===== config.mk =====
export PLATFORM = sky130hd
export DESIGN_NAME = alarm_event_queue
export DESIGN_NICKNAME = d
export VERILOG_FILES = /design/src/rtl/ats21_pkg.sv /design/src/rtl/evt_fifo.sv /design/src/rtl/alarm_event_queue.sv
export SDC_FILE = /design/constraint.sdc
export NUM_CORES = 1
export LEC_CHECK = 0
export BUFFER_PORTS_ARGS = -buffer_cell sky130_fd_sc_hd__buf_4
export CAP_MARGIN = 20
export CORE_UTILIZATION = 52
export CTS_CLUSTER_DIAMETER = 80
export CTS_CLUSTER_SIZE = 20
export DETAILED_ROUTE_END_ITERATION = 12
export PLACE_DENSITY = 0.78
export RECOVER_POWER = 100
export SLEW_MARGIN = 15
export SYNTH_ARGS = -nofsm -noshare
export SYNTH_HDL_FRONTEND = slang
export SYNTH_SLANG_ARGS = --single-unit

===== constraint.sdc =====
create_clock -name clk -period 2.9 [get_ports clk]
set_clock_uncertainty 0.1 [all_clocks]
set_input_delay 0.58 -clock clk [delete_from_list [all_inputs] [get_ports clk]]
set_output_delay 0.58 -clock clk [all_outputs]
set_load 0.03 [all_outputs]

===== src/rtl/ats21_pkg.sv =====
// ats21_pkg: shared sizes and event type for the ATS21 alarm event queue.
// evt_t carries a timestamp only when ATS_EVT_TIMESTAMP_EN is defined.
package ats21_pkg;
  localparam int NUM_ALARMS = 24;
  localparam int ALARM_ID_W = 5;
  localparam int TS_W = 16;
  localparam int EVT_FIFO_DEPTH = 8;
  typedef struct packed {
    logic [ALARM_ID_W-1:0] id;
`ifdef ATS_EVT_TIMESTAMP_EN
    logic [TS_W-1:0] ts;
`endif
  } evt_t;
endpackage


===== src/rtl/evt_fifo.sv =====
// evt_fifo: registered-storage event FIFO with push/pop/count; read data comes from storage only.
module evt_fifo #(
  parameter int WIDTH = 8,
  parameter int DEPTH = 8,
  localparam int AW = $clog2(DEPTH)
) (
  input  logic             clk,
  input  logic             reset,
  input  logic             push,
  input  logic [WIDTH-1:0] wdata,
  input  logic             pop,
  output logic [WIDTH-1:0] rdata,
  output logic [AW:0]      count,
  output logic             full,
  output logic             empty
);
  logic [WIDTH-1:0] mem [DEPTH];
  logic [AW-1:0] wr_ptr, rd_ptr;
  logic do_push, do_pop;
  assign empty = count == '0;
  assign full = count == (AW+1)'(DEPTH);
  assign do_pop = pop && !empty;
  // a full queue still accepts a push when the head leaves in the same cycle
  assign do_push = push && (!full || do_pop);
  assign rdata = mem[rd_ptr];
  always_ff @(posedge clk)
    if (!reset) begin
      wr_ptr <= '0;
      rd_ptr <= '0;
      count <= '0;
    end else begin
      if (do_push) wr_ptr <= wr_ptr + 1'b1;
      if (do_pop) rd_ptr <= rd_ptr + 1'b1;
      count <= count + (AW+1)'(do_push) - (AW+1)'(do_pop);
    end
  always_ff @(posedge clk)
    if (do_push) mem[wr_ptr] <= wdata;
endmodule


===== src/rtl/alarm_event_queue.sv =====
// alarm_event_queue: turns ATS21 alarm-finished rises into a prioritised event queue.
// Optional per-event timestamps are enabled with ATS_EVT_TIMESTAMP_EN.
module alarm_event_queue
  import ats21_pkg::*;
#(
  parameter int NUM_ALARMS = ats21_pkg::NUM_ALARMS,
  parameter int FIFO_DEPTH = EVT_FIFO_DEPTH
) (
  input  logic                        clk,
  input  logic                        reset,
  input  logic [NUM_ALARMS-1:0]       alarm_data,
  output logic                        evt_valid,
  input  logic                        evt_ready,
  output logic [ALARM_ID_W-1:0]       evt_id,
`ifdef ATS_EVT_TIMESTAMP_EN
  output logic [TS_W-1:0]             evt_ts,
`endif
  output logic [NUM_ALARMS-1:0]       pending,
  output logic                        overflow,
  input  logic                        clr_overflow,
  output logic [$clog2(FIFO_DEPTH):0] fifo_count
);
  logic [NUM_ALARMS-1:0] prev, rise, clr;
  logic [ALARM_ID_W-1:0] sel;
  logic push, pop, full, empty;
  evt_t wdata, rdata;
  assign rise = alarm_data & ~prev;
  assign evt_valid = !empty;
  assign pop = evt_valid && evt_ready;
  assign push = |pending && (!full || pop);
  always_comb begin
    sel = '0;
    for (int i = NUM_ALARMS - 1; i >= 0; i--)
      if (pending[i]) sel = ALARM_ID_W'(i);
  end
  assign clr = push ? NUM_ALARMS'(1) << sel : '0;
  // a rise on a bit still waiting merges into it and marks the loss
  always_ff @(posedge clk)
    if (!reset) begin
      prev <= '0;
      pending <= '0;
      overflow <= 1'b0;
    end else begin
      prev <= alarm_data;
      pending <= (pending & ~clr) | rise;
      overflow <= |(rise & pending & ~clr) | (overflow & ~clr_overflow);
    end
`ifdef ATS_EVT_TIMESTAMP_EN
  logic [TS_W-1:0] ts_cnt;
  logic [TS_W-1:0] ts_store [NUM_ALARMS];
  always_ff @(posedge clk)
    ts_cnt <= !reset ? '0 : ts_cnt + 1'b1;
  always_ff @(posedge clk)
    for (int i = 0; i < NUM_ALARMS; i++)
      if (rise[i]) ts_store[i] <= ts_cnt;
  assign wdata = '{id: sel, ts: ts_store[sel]};
  assign evt_ts = rdata.ts;
`else
  assign wdata = '{id: sel};
`endif
  assign evt_id = rdata.id;
  evt_fifo #(
    .WIDTH($bits(evt_t)),
    .DEPTH(FIFO_DEPTH)
  ) u_fifo (
    .clk(clk),
    .reset(reset),
    .push(push),
    .wdata(wdata),
    .pop(pop),
    .rdata(rdata),
    .count(fifo_count),
    .full(full),
    .empty(empty)
  );
endmodule


Word level (Yosys, flattened, before mapping)
Memories as Yosys holds them, arrays and structs flattened. A register that Yosys moved wholly into a read port is not among the register bits.
Cells that the tools add are included.
Word-level totals
  word-level logic and storage cells: 63
  flip-flop bits (word level): 59
  memory bits (read-only): 0
  memories kept: 1
  input bits: 28
  latch bits: 0
  memory bits (writable): 40
Cells by class
  div/mod/pow operators: 0
  $mul: 0
  $lt $le $gt $ge: 0
  multiplexer cells: 29
  shift operators: 1
  reductions and logical operators: 11
  bitwise operators: 10
  eq/ne operators: 1
  add/sub/neg operators: 4
Memories
  u_fifo.mem: words 8, width 5, rd ports 1, clocked after memory_dff 1, wr ports 1, RTL line evt_fifo.sv:17  | logic [WIDTH-1:0] mem [DEPTH];
Operator list (count)
  2-to-1 mux 5 bit: 24
  bitwise AND 24 bit: 4
  inverter 24 bit: 2
  OR reduction 24 bit: 2
  2-to-1 mux 24 bit: 1
  bitwise OR 24 bit: 1
  << shifter 1 x 5 -> 24 bit (first input constant): 1
  adder 3 x 1 -> 3 bit (second input constant): 2
  2-to-1 mux 3 bit: 2
  adder 4 x 1 -> 4 bit: 1
  == test 4 bit (second input constant): 1
  logical AND 1 bit: 4
  logical NOT 4 bit: 1
  subtractor 4 x 1 -> 4 bit: 1
  logical NOT 1 bit: 2
  logical OR 1 bit: 2
  2-to-1 mux 1 bit: 2
  bitwise AND 1 bit: 1
  inverter 1 bit: 1
  bitwise OR 1 bit: 1

Depth between registers and ports, before layout
Gate-level depths: netlist (run 1).
  depth after elaboration: 30
  mapped depth: 12
  mapped depth without buffers: 12

Modules after synthesis
Synthesis (run 1) repeated with hierarchy kept, for this count alone.
Second synthesis, totals
  cells, all modules: 454
  area total of the unflattened synthesis: 4845.9 sq um
Modules (own cells, without submodules)
  alarm_event_queue: seq. area each 980.9 sq um, area an instance 2553.7 sq um, instances 1, cells each 302
  evt_fifo: seq. area each 1461.4 sq um, area an instance 2292.2 sq um, instances 1, cells each 152

Worst setup path after synthesis (run 1)
No wires, ideal clock.
  path kind: register -> register
  start point: reg pending[5]
  end point: reg overflow
  required time: 2.675 ns
  arrival: 2.980 ns
  stages on the path, launching flop included: 10
  clock period less this slack: 3.205 ns
  buffers on the path: 2
  path slack: -0.305 ns
  cell sequence: dfxtp_1 -> buf_2 -> or4_4 -> a311oi_1 -> nand2_1 -> buf_2 -> o41ai_1 -> a2bb2oi_1 -> nand4_1 -> o41a_1
Between the ends
  cells in the longest elaborated chain, start to end: 12
  elaborated cells on any way between the ends: 15
RTL lines
  start, declared: RTL line alarm_event_queue.sv:18  | output logic [NUM_ALARMS-1:0] pending,
  start signal, assigned: RTL line alarm_event_queue.sv:45  | pending <= (pending & ~clr) | rise;
  2-to-1 mux 5 bit (6 in a row): RTL line alarm_event_queue.sv:34  | if (pending[i]) sel = ALARM_ID_W'(i);
  via sel[3]: RTL line alarm_event_queue.sv:24  | logic [ALARM_ID_W-1:0] sel;
  << shifter 1 x 5 -> 24 bit: RTL line alarm_event_queue.sv:36  | assign clr = push ? NUM_ALARMS'(1) << sel : '0;
  2-to-1 mux 24 bit: RTL line alarm_event_queue.sv:36
  inverter 24 bit: RTL line alarm_event_queue.sv:46  | overflow <= |(rise & pending & ~clr) | (overflow & ~clr_overflow);
  bitwise AND 24 bit: RTL line alarm_event_queue.sv:46
  OR reduction 24 bit: RTL line alarm_event_queue.sv:46
  bitwise OR 1 bit: RTL line alarm_event_queue.sv:46
  end signal, assigned: RTL line alarm_event_queue.sv:46
  end, declared: RTL line alarm_event_queue.sv:19  | output logic overflow,
The timed path passes the listed nets, and every way through them passes these cells.
A chain may end at the register's enable or synchronous reset.

Final worst setup path (run 1)
  start point: reg pending[10]
  end point: reg overflow
Between the ends
  cells in the longest elaborated chain, start to end: 17
  elaborated cells on any way between the ends: 20
RTL lines (RTL line)
  2-to-1 mux 5 bit (11 in a row): alarm_event_queue.sv:34
  << shifter 1 x 5 -> 24 bit: alarm_event_queue.sv:36
  2-to-1 mux 24 bit: alarm_event_queue.sv:36
  inverter 24 bit: alarm_event_queue.sv:46
  bitwise AND 24 bit (*): alarm_event_queue.sv:46
  OR reduction 24 bit (*): alarm_event_queue.sv:46
  bitwise OR 1 bit (*): alarm_event_queue.sv:46
Mark *: on every way between the ends. The rest lies on a longest branch, timed or not.

==> flow_summary.toml, run 1 <==
[outcome]
status = "finished with violations"
violations = "setup timing"

[synth]
synth.most_common_cell = "dfxtp_1"
synth_top_area_share = 0.2643
synth_common_cells = "dfxtp_1, edfxtp_1, and2_1"
synth_nets = 469
synth_edf_count = 40
ys.flop_type = "dfxtp_1"
syn-cell-area_sq_mm = 0.004697
syn_inst = 432
synth-seq-area-share = 0.5200
synth.avg_cell_area_sq_um = 10.87
async_flop_share = 0
ys_top_cells_by_area = "dfxtp_1, edfxtp_1, mux4_2"
yosysWarningCount = 0
synth_area_leader_cell = "dfxtp_1"
ys_seq_elements = 102
synth_cell_types = 62

[drt]
drtIter0Drc = 291
drtPass1Iterations = 4
route.detailed.drc = 0
postRouteWirelength_mm = 11.91
antenna_left = 0
vias_per_cell = 5.667
num_vias = 3746
wl_per_cell_um = 18.02

[layout]
synthToLayoutAreaGrowth_pct = 24.00
diodes = 0
stdcell_count = 661
design_area_sq_mm = 0.005824
fin_nets = 585
drive_gt1_frac = 0.2604
fin_util = 0.6679

[timing]
relSlewSlack = 0.4113
whs_ps = 316.1
setup_slack_ps = -69.25
hold_viol = 0
period_share = 1.024
worstMarginPinSlew_ps = 876.3
rsz0062_at_grt = "yes"
period_minus_slack_ps = 2969
setup_viol = 1
drv_slew = 0
fmax_mhz = 336.8

[clock_tree]
clk_pin_slew_ps = 110
htreeDepth = 3
ctsHoldBuffers = 0
cts_tree = "built"
clk_latency_ps = 360
clk_path_buf_depth = 2
root_buffer = "clkbuf_8"
numCtsBuffers = 9
cts.sink_count = 102

[flow_run]
max_cap_viol_count = 0

[place]
hpwlAfterDp_mm = 9.430
dp.cells = 644
place_area_sq_mm = 0.005694
globalplace.congestion = 0.9921
io_buffer_count = 62

[die]
boundaryPins = 63
die_width_um = 97.04
core_sq_mm = 0.008721
start_util = 0.5386
die_h_um = 97.04
rows = 34
dieArea_sq_mm = 0.009417

[setup_path]
crit_chain = "or4_1 -> a21oi_2 -> nand2_1 -> buf_4 -> or4_1 -> a2bb2oi_1 -> nand4_1 -> o41a_1"
max_stage_delay_ps = 570
arrival_ps = 3120
path_buf_inv = 1
cp.required_ps = 3050
ff2ff_path_depth = 8
start_kind = "flop"
worst-path-stages = 8
cp-end-kind = "flop"
path_class = "reg2reg"
crit_family = "simple AND/OR/NAND/NOR gates"
critical_path.max_fanout = 8
crit_top_cell = "or4_1"
cp_slowest_cell = "or4_1"

[power_and_ir_drop]
vdd_ir_drop_max_uv = 310.5
powerDensity_mw_per_mm2 = 740.0
seqPwrFrac = 0.434
swShare = 0.3601
clock_power_share = 0.200
p_comb_frac = 0.366
p_int_uw = 2758
p_sw_uw = 1552
total_leakage_power_uw = 0.002292

[hold_path]
hp-class = "in2reg"
whs_path_depth = 2

[global_route]
grt_pass1_wl_mm = 19.24
grt_overflow_total = 0
grt_pass1_vias = 3895
antenna_found_initial = 0
grtUsageTotal = 0.2669
grt_start_max_net_pins = 61
## final timing paths
| path | startpoint | to | slack (ps) |
|---|---|---|---|
| max | pending[10] | overflow | -70 |
| max reg2reg | pending[10] | overflow | -70 |
| min reg2reg | u_fifo.rd_ptr[1] | u_fifo.rd_ptr[1] | 420 |
| min | alarm_data[13] | prev[13] | 320 |
## power groups by stage
stage / Sequential, uW / Clock, uW / Combinational [uW]
floorplan: 1970 / 0 / 963
global placement: 1890 / 0 / 1590
detailed placement: 1900 / 0 / 1630
CTS: 1870 / 874 / 1650
global route: 1900 / 926 / 1740
finish: 1870 / 860 / 1580
## cells by family after synthesis
logic type | after synthesis | synth area share
flip-flops | 102 | 0.5200
AND/OR/NAND/NOR | 165 | 0.2035
AO/OA/AOI/OAI | 91 | 0.1391
adder cells (fa/ha/maj) | 9 | 0.02557
XOR/XNOR | 6 | 0.01119
buffers and inverters | 42 | 0.03649
multiplexers | 17 | 0.06420
## placed cells by master, fill, tap and decap left out, drive strengths merged, types with 9 or more instances in the layout
master and n:
buf 92, inv 31, a21boi 22, nand2 24, and2 34, nor2b 10, mux4 10, a21oi 11
clkbuf 38, dfxtp 62, o21ai 18, nor2 26, nand2b 24, nor4 9, edfxtp 40
## layout make-up
| cell class | count | area (sq um) |
|---|---|---|
| clock inverter | 7 | 62.56 |
| clock buffer | 9 | 123.9 |
| timing repair buffer | 121 | 828.3 |
| fill | 704 | 2897 |
| tap | 108 | 135.1 |
| sequential | 102 | 2449 |
| multi-input combinational | 288 | 2128 |
| inverter | 26 | 97.59 |
## metrics by stage
step	setup TNS (ps)	setup slack, ps	total power (uW)
4_1_cts	-8.459	-8.459	4393
2_1_floorplan	0	10.25	2932
3_3_place_gp	-194.0	-194.0	3476
3_5_place_dp	-144.6	-144.6	3535
5_1_grt	-122.9	-122.9	4561
6_report	-69.25	-69.25	4310
## registers in the layout, indices dropped and copies added, names as in the netlist, named ones only
| register | cells |
|---|---|
| overflow | 1 |
| u_fifo.rd_ptr | 3 |
| u_fifo.mem | 40 |
| u_fifo.wr_ptr | 3 |
| pending | 24 |
| prev | 24 |
| u_fifo.count | 4 |
## worst reg2reg max path, cell delays in order, from the launching register on
cell and delay [ps]:
dfxtp_1 370, or4_1 550, a21oi_2 210, nand2_1 160, buf_4 200, or4_1 570
a2bb2oi_1 170, nand4_1 120, o41a_1 420
## per-layer routing
layer	wire, um	part of all wire	global-route usage	up-vias
met5	0	0	0	-
met4	443	0.037	0.1389	0
met3	629	0.053	0.04408	32
met2	5937	0.50	0.4556	153
met1	4902	0.41	0.3240	1768
li1	-	-	-	1793
## timing repair
| item | 4_1_cts | 5_1_grt |
|---|---|---|
| endpoints found under the setup margin | 1 | 2 |
| cloned | 0 | 0 |
| pin swaps | 2 | 5 |
| buffers inserted | 0 | 1 |
| gates resized for setup | 9 | 4 |
No activity file was read; power rests on OpenSTA's default activity.
==> inputs of run 2 (changes only) <==
Settings changed: CORE_UTILIZATION 52 to 57, PLACE_DENSITY 0.78 to 0.81.
Clock period 2.9 ns to 2.8 ns, I/O delays scaled along.
==> flow_summary.toml, run 2 (synthesized netlist as in run 1, its figures left out) <==
[global_route]
grt_overflow_total = 0
grt_start_max_net_pins = 61
grt_pass1_vias = 3921
grt_pass1_wl_mm = 20.00
antenna_found_initial = 0
grtUsageTotal = 0.3127

[setup_path]
start_kind = "flop"
cp.required_ps = 2960
crit_chain = "buf_6 -> or4_4 -> a311oi_4 -> clkbuf_1 -> nand2_4 -> buf_6 -> o31a_1 -> o32a_1 -> a41o_1 -> o41a_1"
max_stage_delay_ps = 500
cp-end-kind = "flop"
path_class = "reg2reg"
crit_top_cell = "buf_6"
cp_slowest_cell = "or4_4"
critical_path.max_fanout = 3
path_buf_inv = 3
arrival_ps = 3040
crit_family = "compound AO/OA/AOI/OAI gates"

[layout]
diodes = 0
final_common_cell = "buf_4"
reg_top3 = "u_fifo.mem x40, pending x24, prev x24"
synthToLayoutAreaGrowth_pct = 27.84
top_register = "u_fifo.mem"
layout_common_cells = "buf_4, dfxtp_1, edfxtp_1"
fin_nets = 605
largest_reg_flops = 40
drive_gt1_frac = 0.2845

[power_and_ir_drop]
vdd_ir_drop_max_uv = 403.8
powerDensity_mw_per_mm2 = 777.6
total_leakage_power_uw = 0.002377
total_power_uw = 4669

[timing]
rsz0062_at_grt = "yes"
setup_slack_ps = -88.97
relSlewSlack = -0.3502
hold_viol = 0
worstMarginPinSlew_ps = 2025
whs_ps = 297.5
period_share = 1.032
drv_slew = 61
period_minus_slack_ps = 2889
fmax_mhz = 346.1
setup_viol = 1

[die]
start_util = 0.5985
core_sq_mm = 0.007848
die_h_um = 92.78
rows = 32
boundaryPins = 63
dieArea_sq_mm = 0.008607
die_width_um = 92.78

[place]
hpwlAfterDp_mm = 9.949
globalplace.congestion = 0.9536
io_buffer_count = 62

[clock_tree]
ctsHoldBuffers = 0
htreeDepth = 3
clk_path_buf_depth = 2
cts_tree = "built"
cts.sink_count = 102
clk_pin_slew_ps = 100
clk_latency_ps = 370
numCtsBuffers = 9
root_buffer = "clkbuf_8"

[flow_run]
max_cap_viol_count = 1

[outcome]
violations = "capacitance limit, slew limit, setup timing"
status = "finished with violations"

[drt]
antenna_left = 0
highest_layer = "met4"
vias_per_cell = 5.641
route.detailed.drc = 0
num_vias = 3808
drtIter0Drc = 237
drtPass1Iterations = 5
wl_met2_mm = 6.655
route.met3.wl_um = 509
wl_per_cell_um = 19.03
postRouteWirelength_mm = 12.85
wl_met1_mm = 5.294

[hold_path]
hp-class = "in2reg"
==> run 2: changes by cell type in the layout (fill, tap and decap cells not counted), sizes merged <==
cell      previous run  this run
clkbuf              38        50
inv                 31        29
clkinv               2         0
clkinvlp             0         1
bufinv               0         1
buf                 92       102
==> run 2: per-stage QoR <==
step | cell area, sq um | setup TNS [ps] | setup WS (ps) | util | std cells
after detailed placement | 5832 | -268.8 | -268.8 | 0.7431 | 655
after CTS | 6108 | -36.62 | -36.62 | 0.7784 | 675
after global routing | 6005 | -166.0 | -166.0 | 0.7651 | 675
final | 6005 | -88.97 | -88.97 | 0.7651 | 675
after global placement | 5832 | -212.4 | -212.4 | 0.7431 | 655
after floorplan | 4751 | -34.46 | -17.70 | - | 432
==> run 2: power by group <==
| group | internal (uW) | leakage, uW | switching, uW |
|---|---|---|---|
| logic | 751 | 0.00139 | 986 |
| registers | 1810 | 0.000881 | 149 |
| clock network | 449 | 0.000102 | 524 |
==> run 2: cell type report <==
type | count | area (sq um)
fill | 584 | 1843
timing repair buffer | 141 | 955.9
tap | 102 | 127.6
clock inverter | 5 | 63.81
sequential | 102 | 2449
clock buffer | 11 | 141.4
inverter | 26 | 97.59
multi-input combinational | 288 | 2170
==> run 2: worst reg2reg max path, cell delays in order, from the launching register on <==
cell      delay, ps
dfxtp_2         340
buf_6           110
or4_4           500
a311oi_4        320
clkbuf_1        200
nand2_4          70
buf_6           140
o31a_1          240
o32a_1          150
a41o_1          220
o41a_1          390
==> run 2: what timing repair did <==
item | 4_1_cts | 5_1_grt
resized for setup | 11 | 6
gates cloned | 0 | 0
endpoints found under the hold margin | 0 | 0
buffers inserted | 4 | 0
pin swaps | 8 | 0
setup endpoints to repair | 1 | 6
==> run 2: path summary, 6_finish.rpt <==
path,start,slack [ps],cells after the start,endpoint
worst max-delay path,pending[7],-90,10,overflow
worst min-delay path,alarm_data[18],300,2,prev[18]
worst max register to register,pending[7],-90,10,overflow
worst min register to register,prev[11],420,2,pending[11]
==> run 2: routing by layer <==
layer / up-vias / GRT usage
met4: 0 / 0.1449
met2: 121 / 0.5650
met5: - / 0
li1: 1844 / -
met1: 1809 / 0.3628
met3: 34 / 0.04516
